**src/rtl/scan_sched.sv**
```systemverilog
`default_nettype none
// ============================================================================
// Module  : scan_sched
// Brief   : Two-requester round-robin scan scheduler that halts the DUT clock
//           around one scan-engine run, with length reject and RUN watchdog.
// Rev     : 1.0  initial release
// ============================================================================
module scan_sched #(
  parameter int HALT_CYC = 4,
  parameter int TO_W     = 24
) (
  input  logic            aclk,
  input  logic            aresetn,
  input  logic [1:0]      req,
  input  logic [15:0]     len0,
  input  logic [15:0]     len1,
  input  logic [TO_W-1:0] timeout_cycles,
  output logic [1:0]      ack,
  output logic [1:0]      err,
  output logic [1:0]      grant,
  output logic            scan_start,
  output logic [15:0]     scan_length,
  input  logic            scan_done,
  output logic            dut_halt,
  output logic            busy
);

  localparam logic [2:0] S_IDLE    = 3'd0;
  localparam logic [2:0] S_ARB     = 3'd1;
  localparam logic [2:0] S_HALT    = 3'd2;
  localparam logic [2:0] S_START   = 3'd3;
  localparam logic [2:0] S_RUN     = 3'd4;
  localparam logic [2:0] S_RELEASE = 3'd5;
  localparam logic [2:0] S_ACK     = 3'd6;

  localparam logic [3:0]      c_HALT_LOAD = 4'(HALT_CYC - 1);
  localparam logic [TO_W-1:0] c_BLANK     = TO_W'(2);

  logic [2:0]      r_state;
  logic [2:0]      w_next;
  logic [3:0]      r_cnt;
  logic [TO_W-1:0] r_run;
  logic [TO_W-1:0] r_to;
  logic [1:0]      r_req_lat;
  logic            r_owner;
  logic            r_last;
  logic            r_err_flag;

  logic [1:0]      r_ack;
  logic [1:0]      r_err;
  logic [1:0]      r_grant;
  logic            r_start;
  logic [15:0]     r_len;
  logic            r_halt;
  logic            r_busy;

  logic            w_win;
  logic [15:0]     w_len;
  logic            w_reject;
  logic [TO_W-1:0] w_run_inc;
  logic            w_done_ok;
  logic            w_timeout;
  logic            w_own;
  logic [1:0]      w_own_oh;
  logic            w_err_now;
  logic            w_cnt_load;

  // Single requester wins outright; a tie goes to whoever was not served last.
  always_comb begin
    w_win = ~r_last;
    case (r_req_lat)
      2'b01:   w_win = 1'b0;
      2'b10:   w_win = 1'b1;
      default: w_win = ~r_last;
    endcase
  end

  assign w_len     = w_win ? len1 : len0;
  assign w_reject  = (w_len < 16'd2);
  assign w_run_inc = (&r_run) ? r_run : r_run + 1'b1;
  assign w_done_ok = scan_done && (r_run >= c_BLANK);
  assign w_timeout = (r_to != '0) && (w_run_inc == r_to);
  assign w_own     = (r_state == S_ARB) ? w_win : r_owner;
  assign w_own_oh  = w_own ? 2'b10 : 2'b01;
  assign w_err_now = (r_state == S_ARB) ? w_reject : r_err_flag;

  always_comb begin
    w_next = r_state;
    case (r_state)
      S_IDLE:    if (req != 2'b00) w_next = S_ARB;
      S_ARB:     w_next = w_reject ? S_ACK : S_HALT;
      S_HALT:    if (r_cnt == 4'd0) w_next = S_START;
      S_START:   w_next = S_RUN;
      S_RUN:     if (w_done_ok || w_timeout) w_next = S_RELEASE;
      S_RELEASE: if (r_cnt == 4'd0) w_next = S_ACK;
      S_ACK:     w_next = S_IDLE;
      default:   w_next = S_IDLE;
    endcase
  end

  assign w_cnt_load = ((w_next == S_HALT)    && (r_state != S_HALT)) ||
                      ((w_next == S_RELEASE) && (r_state != S_RELEASE));

  always_ff @(posedge aclk or negedge aresetn) begin
    if (!aresetn) begin
      r_state <= S_IDLE;
      r_cnt   <= 4'd0;
      r_run   <= '0;
    end else begin
      r_state <= w_next;
      if (w_cnt_load)
        r_cnt <= c_HALT_LOAD;
      else if (r_cnt != 4'd0)
        r_cnt <= r_cnt - 4'd1;
      if (r_state == S_RUN)
        r_run <= w_run_inc;
      else
        r_run <= '0;
    end
  end

  // Operation context is frozen in ARB so later input changes cannot leak in.
  always_ff @(posedge aclk or negedge aresetn) begin
    if (!aresetn) begin
      r_req_lat  <= 2'b00;
      r_owner    <= 1'b0;
      r_last     <= 1'b1;
      r_err_flag <= 1'b0;
      r_to       <= '0;
      r_len      <= 16'd0;
    end else begin
      if (r_state == S_IDLE)
        r_req_lat <= req;
      if (r_state == S_ARB) begin
        r_owner    <= w_win;
        r_err_flag <= w_reject;
        r_to       <= timeout_cycles;
        r_len      <= w_len;
      end
      if ((r_state == S_RUN) && w_timeout && !w_done_ok)
        r_err_flag <= 1'b1;
      if (r_state == S_ACK)
        r_last <= r_owner;
    end
  end

  always_ff @(posedge aclk or negedge aresetn) begin
    if (!aresetn) begin
      r_ack   <= 2'b00;
      r_err   <= 2'b00;
      r_grant <= 2'b00;
      r_start <= 1'b0;
      r_halt  <= 1'b0;
      r_busy  <= 1'b0;
    end else begin
      r_ack   <= (w_next == S_ACK) ? w_own_oh : 2'b00;
      r_err   <= ((w_next == S_ACK) && w_err_now) ? w_own_oh : 2'b00;
      if (r_state == S_ARB)
        r_grant <= w_own_oh;
      else if (r_state == S_ACK)
        r_grant <= 2'b00;
      r_start <= (w_next == S_START);
      r_halt  <= (w_next == S_HALT) || (w_next == S_START) ||
                 (w_next == S_RUN)  || (w_next == S_RELEASE);
      r_busy  <= (w_next != S_IDLE);
    end
  end

  assign ack         = r_ack;
  assign err         = r_err;
  assign grant       = r_grant;
  assign scan_start  = r_start;
  assign scan_length = r_len;
  assign dut_halt    = r_halt;
  assign busy        = r_busy;

endmodule
`default_nettype wire

```
**config.mk**
```make
export PLATFORM = sky130hd
export DESIGN_NAME = scan_sched
export DESIGN_NICKNAME = d
export VERILOG_FILES = /design/src/rtl/scan_sched.sv
export SDC_FILE = /design/constraint.sdc
export NUM_CORES = 1
export LEC_CHECK = 0
export CORE_MARGIN = 4
export CORE_UTILIZATION = 38
export DETAILED_ROUTE_END_ITERATION = 7
export PLACE_DENSITY_LB_ADDON = 0.2
export SLEW_MARGIN = 20
export SYNTH_ARGS = -nofsm -noshare
export SYNTH_HDL_FRONTEND = slang
export SYNTH_SLANG_ARGS = --single-unit
```
**constraint.sdc**
```tcl
create_clock -name aclk -period 3.9 [get_ports aclk]
set_clock_uncertainty 0.05 [all_clocks]
set_input_delay 0.585 -clock aclk [delete_from_list [all_inputs] [get_ports aclk]]
set_output_delay 0.585 -clock aclk [all_outputs]
set_load 0.1 [all_outputs]
```
==> impl_metrics.csv <==
group,metric,value,unit
status,status,"finished clean",
clock_network,cts_resized,0,
synthesis,synth_seq_area_share,45.9,%
cells_and_area,stdcell_count,746,
routing,antenna_left,0,
synthesis,postSynthAreaPerCell,8.96,um2
clock_network,postCtsSetupBuffers,0,
cells_and_area,num-fill-cells,1141,
synthesis,ys_ff_latch,85,
die,die_y,118,um
place,place_congestion,0.888,
cells_and_area,final_net_count,660,
routing,wl,12.6,mm
routing,first_pass_iters,5,
setup_path,arrival,3700,ps
die,core,12000,um2
setup_path,cpMostUsedCell,"nor4_2",
power_and_ir_drop,power.leakage,2.52,nW
timing,min_period,3540,ps
synthesis,synth_edf_count,0,
setup_path,rr_endpoint,"r_cnt[3]",
place,dpl.hpwl,9.54,mm
routing,vias,4008,
grt,grt_pass1_vias,4059,
routing,drcViolationCount,0,
place,place_inst,731,
clock_network,clockRootBuffer,"clkbuf_16",
grt,grt_pass1_wl,20.6,mm
die,die_area,14000,um2
setup_path,critPathCaptureType,"flop",
job,cap_violations,0,
grt,grt_max_degree,59,
setup_path,start_kind,"flop",
clock_network,cts_sinks,85,
setup_path,ff2ff_path_depth,10,
grt,antenna_found_initial,0,
setup_path,rrSetupSlack,360,ps
die,ios,86,
clock_network,htreeDepth,3,
routing,vias_per_cell,5.37,
timing,clock.fmax,0.282,GHz
synthesis,netlist_area,4630,um2
grt,grt_use_total,18.4,%
routing,wire_per_inst,16.8,um
setup_path,slowest_delay,540,ps
timing,finalSetupViolCount,0,
synthesis,synth_top_flop_cell,"dfrtp_1",
clock_network,cts_buffers,9,
cells_and_area,post_route_cells_drive_above_1_share,7.18,%
synthesis,synth_cell_types,56,
power_and_ir_drop,p_per_area,787,nW/um2
timing,slew_headroom,32.5,%
clock_network,cts_max_path_buffers,2,
grt,overflow,0,
setup_path,crit_start,"r_run[1]",
clock_network,cts.clk_slew.worst_paths,60,ps
clock_network,holdBufCountCts,0,
timing,tns,0,ps
synthesis,async_flop_share,100,%
timing,rsz0062_at_grt,"false",
cells_and_area,final_area,5890,um2
setup_path,crit_chain,"ha_1 > nand3_1 > nor4_2 > and2_1 > nor2_1 > xor2_1 > o2111ai_1 > or4_1 > nor4_2 > nor3_1",
clock_network,cts_tree,"built",
place,preCtsSetupSlack,374,ps
die,die_x,118,um
synthesis,synth_nets,582,
setup_path,path_class,"flop to flop",
min_path,hold_class,"input pin to asynchronous set/reset pin",
setup_path,r2r-start,"r_run[1]",
setup_path,crit_required,4060,ps
synthesis,synth_cells,517,
place,portBuffers,85,
synthesis,ys_warn_count,0,
cells_and_area,area_delta_synth_final,27.1,%
power_and_ir_drop,ir_worst_vdd,0.000507,V
timing,drv_slew,0,
cells_and_area,n_antenna_cell,0,
setup_path,timing.critical_path.fanout_max,14,
setup_path,slowest_stage,"or4_1",
routing,first_iter_violations,239,
clock_network,clk_latency,340,ps
place,dpl_cell_area,5620,um2
die,rows,40,
timing,worst_hold_slack,86.8,ps
timing,finalWorstSetupSlack,359,ps
timing,finalCritPeriodShare,90.8,%
timing,tightest_slew,1010,ps
timing,final-hold-violation-count,0,
die,start_util,38.7,%
==> synthesized netlist by cell type, drive strengths merged, types with 11 or more instances <==
cell	n	share of area (%)
a21oi	25	2.7
clkbuf	18	1.5
dfrtp	84	45
inv	11	0.89
mux2i	19	4.1
nand2	114	9.3
nand3	14	1.9
nand4	13	2.2
nor2	39	3.2
nor3	13	1.8
nor4	28	4.3
o21ai	36	3.9
xnor2	18	3.4
xor2	18	3.4
==> cell usage in the layout, fill, tap and decap left out, types with 10 or more instances in the layout <==
cell             instances
dfrtp_1                 84
nand3_1                 12
xor2_1                  18
nand2_1                113
xnor2_1                 18
nor3_1                  11
mux2i_1                 19
a21oi_1                 25
nand4_1                 10
nor4_1                  24
nor2_1                  38
inv_1                   11
o21ai_0                 34
clkdlybuf4s50_1         84
==> how the worst max path moves through the flow <==
stage,to,slack [ps],depth (start not counted)
after floorplan,r_err_flag,1000,11
after global placement,r_cnt[3],510,10
after detailed placement,r_cnt[3],370,10
after CTS,r_cnt[3],340,10
after global routing,r_cnt[3],40,10
final,r_cnt[3],360,10
==> flip-flops by register name, summed over array words and instances, names as in the netlist <==
signal       flops
r_to            24
r_last           1
err              2
ack              2
grant            2
r_req_lat        2
r_err_flag       1
r_owner          1
dut_halt         1
r_run           24
r_cnt            4
scan_start       1
busy             1
r_state          3
scan_length     16
==> power breakdown <==
group	switching [mW]	internal, mW	leakage [nW]	total (mW)
registers	0.314	1.19	1.09	1.50
clock network	0.343	0.447	0.133	0.790
logic	1.59	0.752	1.30	2.35
==> layer usage <==
metal | vias up | share of wire, % | track usage [%]
met1 | 1902 | 46 | 24.4
li1 | 1972 | - | -
met2 | 115 | 46 | 28.8
met4 | 0 | 2.2 | 6.95
met5 | - | 0 | 0
met3 | 19 | 6.0 | 4.93
==> final cells by class <==
cell class	count	area, um2	share of cell area, %
inverter	11	41.3	0.701
tap	147	184	3.12
clock inverter	3	22.5	0.382
timing repair buffer	91	893	15.2
multi-input combinational	397	2370	40.3
clock buffer	12	246	4.18
sequential	85	2130	36.1
==> cells by family (layout without fill, tap and decap cells) <==
kind of cell             Yosys count  count (layout)  synth area share (%)
AO/OA/AOI/OAI                     82              82                  10.6
AND/OR/NAND/NOR                  252             252                  27.2
multiplexers                      22              22                  4.83
flip-flops                        85              85                  45.9
buffers and inverters             35             117                  3.13
XOR/XNOR                          37              37                  7.29
adder cells (fa/ha/maj)            4               4                  1.08
==> worst max-delay path, delay by kind of cell, from the launching register on <==
kind | cells | cell delay [ps]
xor+xnor | 1 | 160
simple gates | 7 | 2360
compound gates | 1 | 110
fa+ha+maj | 1 | 230
flops | 1 | 480
==> through the flow <==
step	util [%]	total power, mW
floorplan	-	3.20
global placement	47.0	3.82
detailed placement	47.0	3.87
CTS	49.2	4.67
global route	49.2	4.93
finish	49.2	4.64
Note: power is estimated with default switching activity, not from simulation.
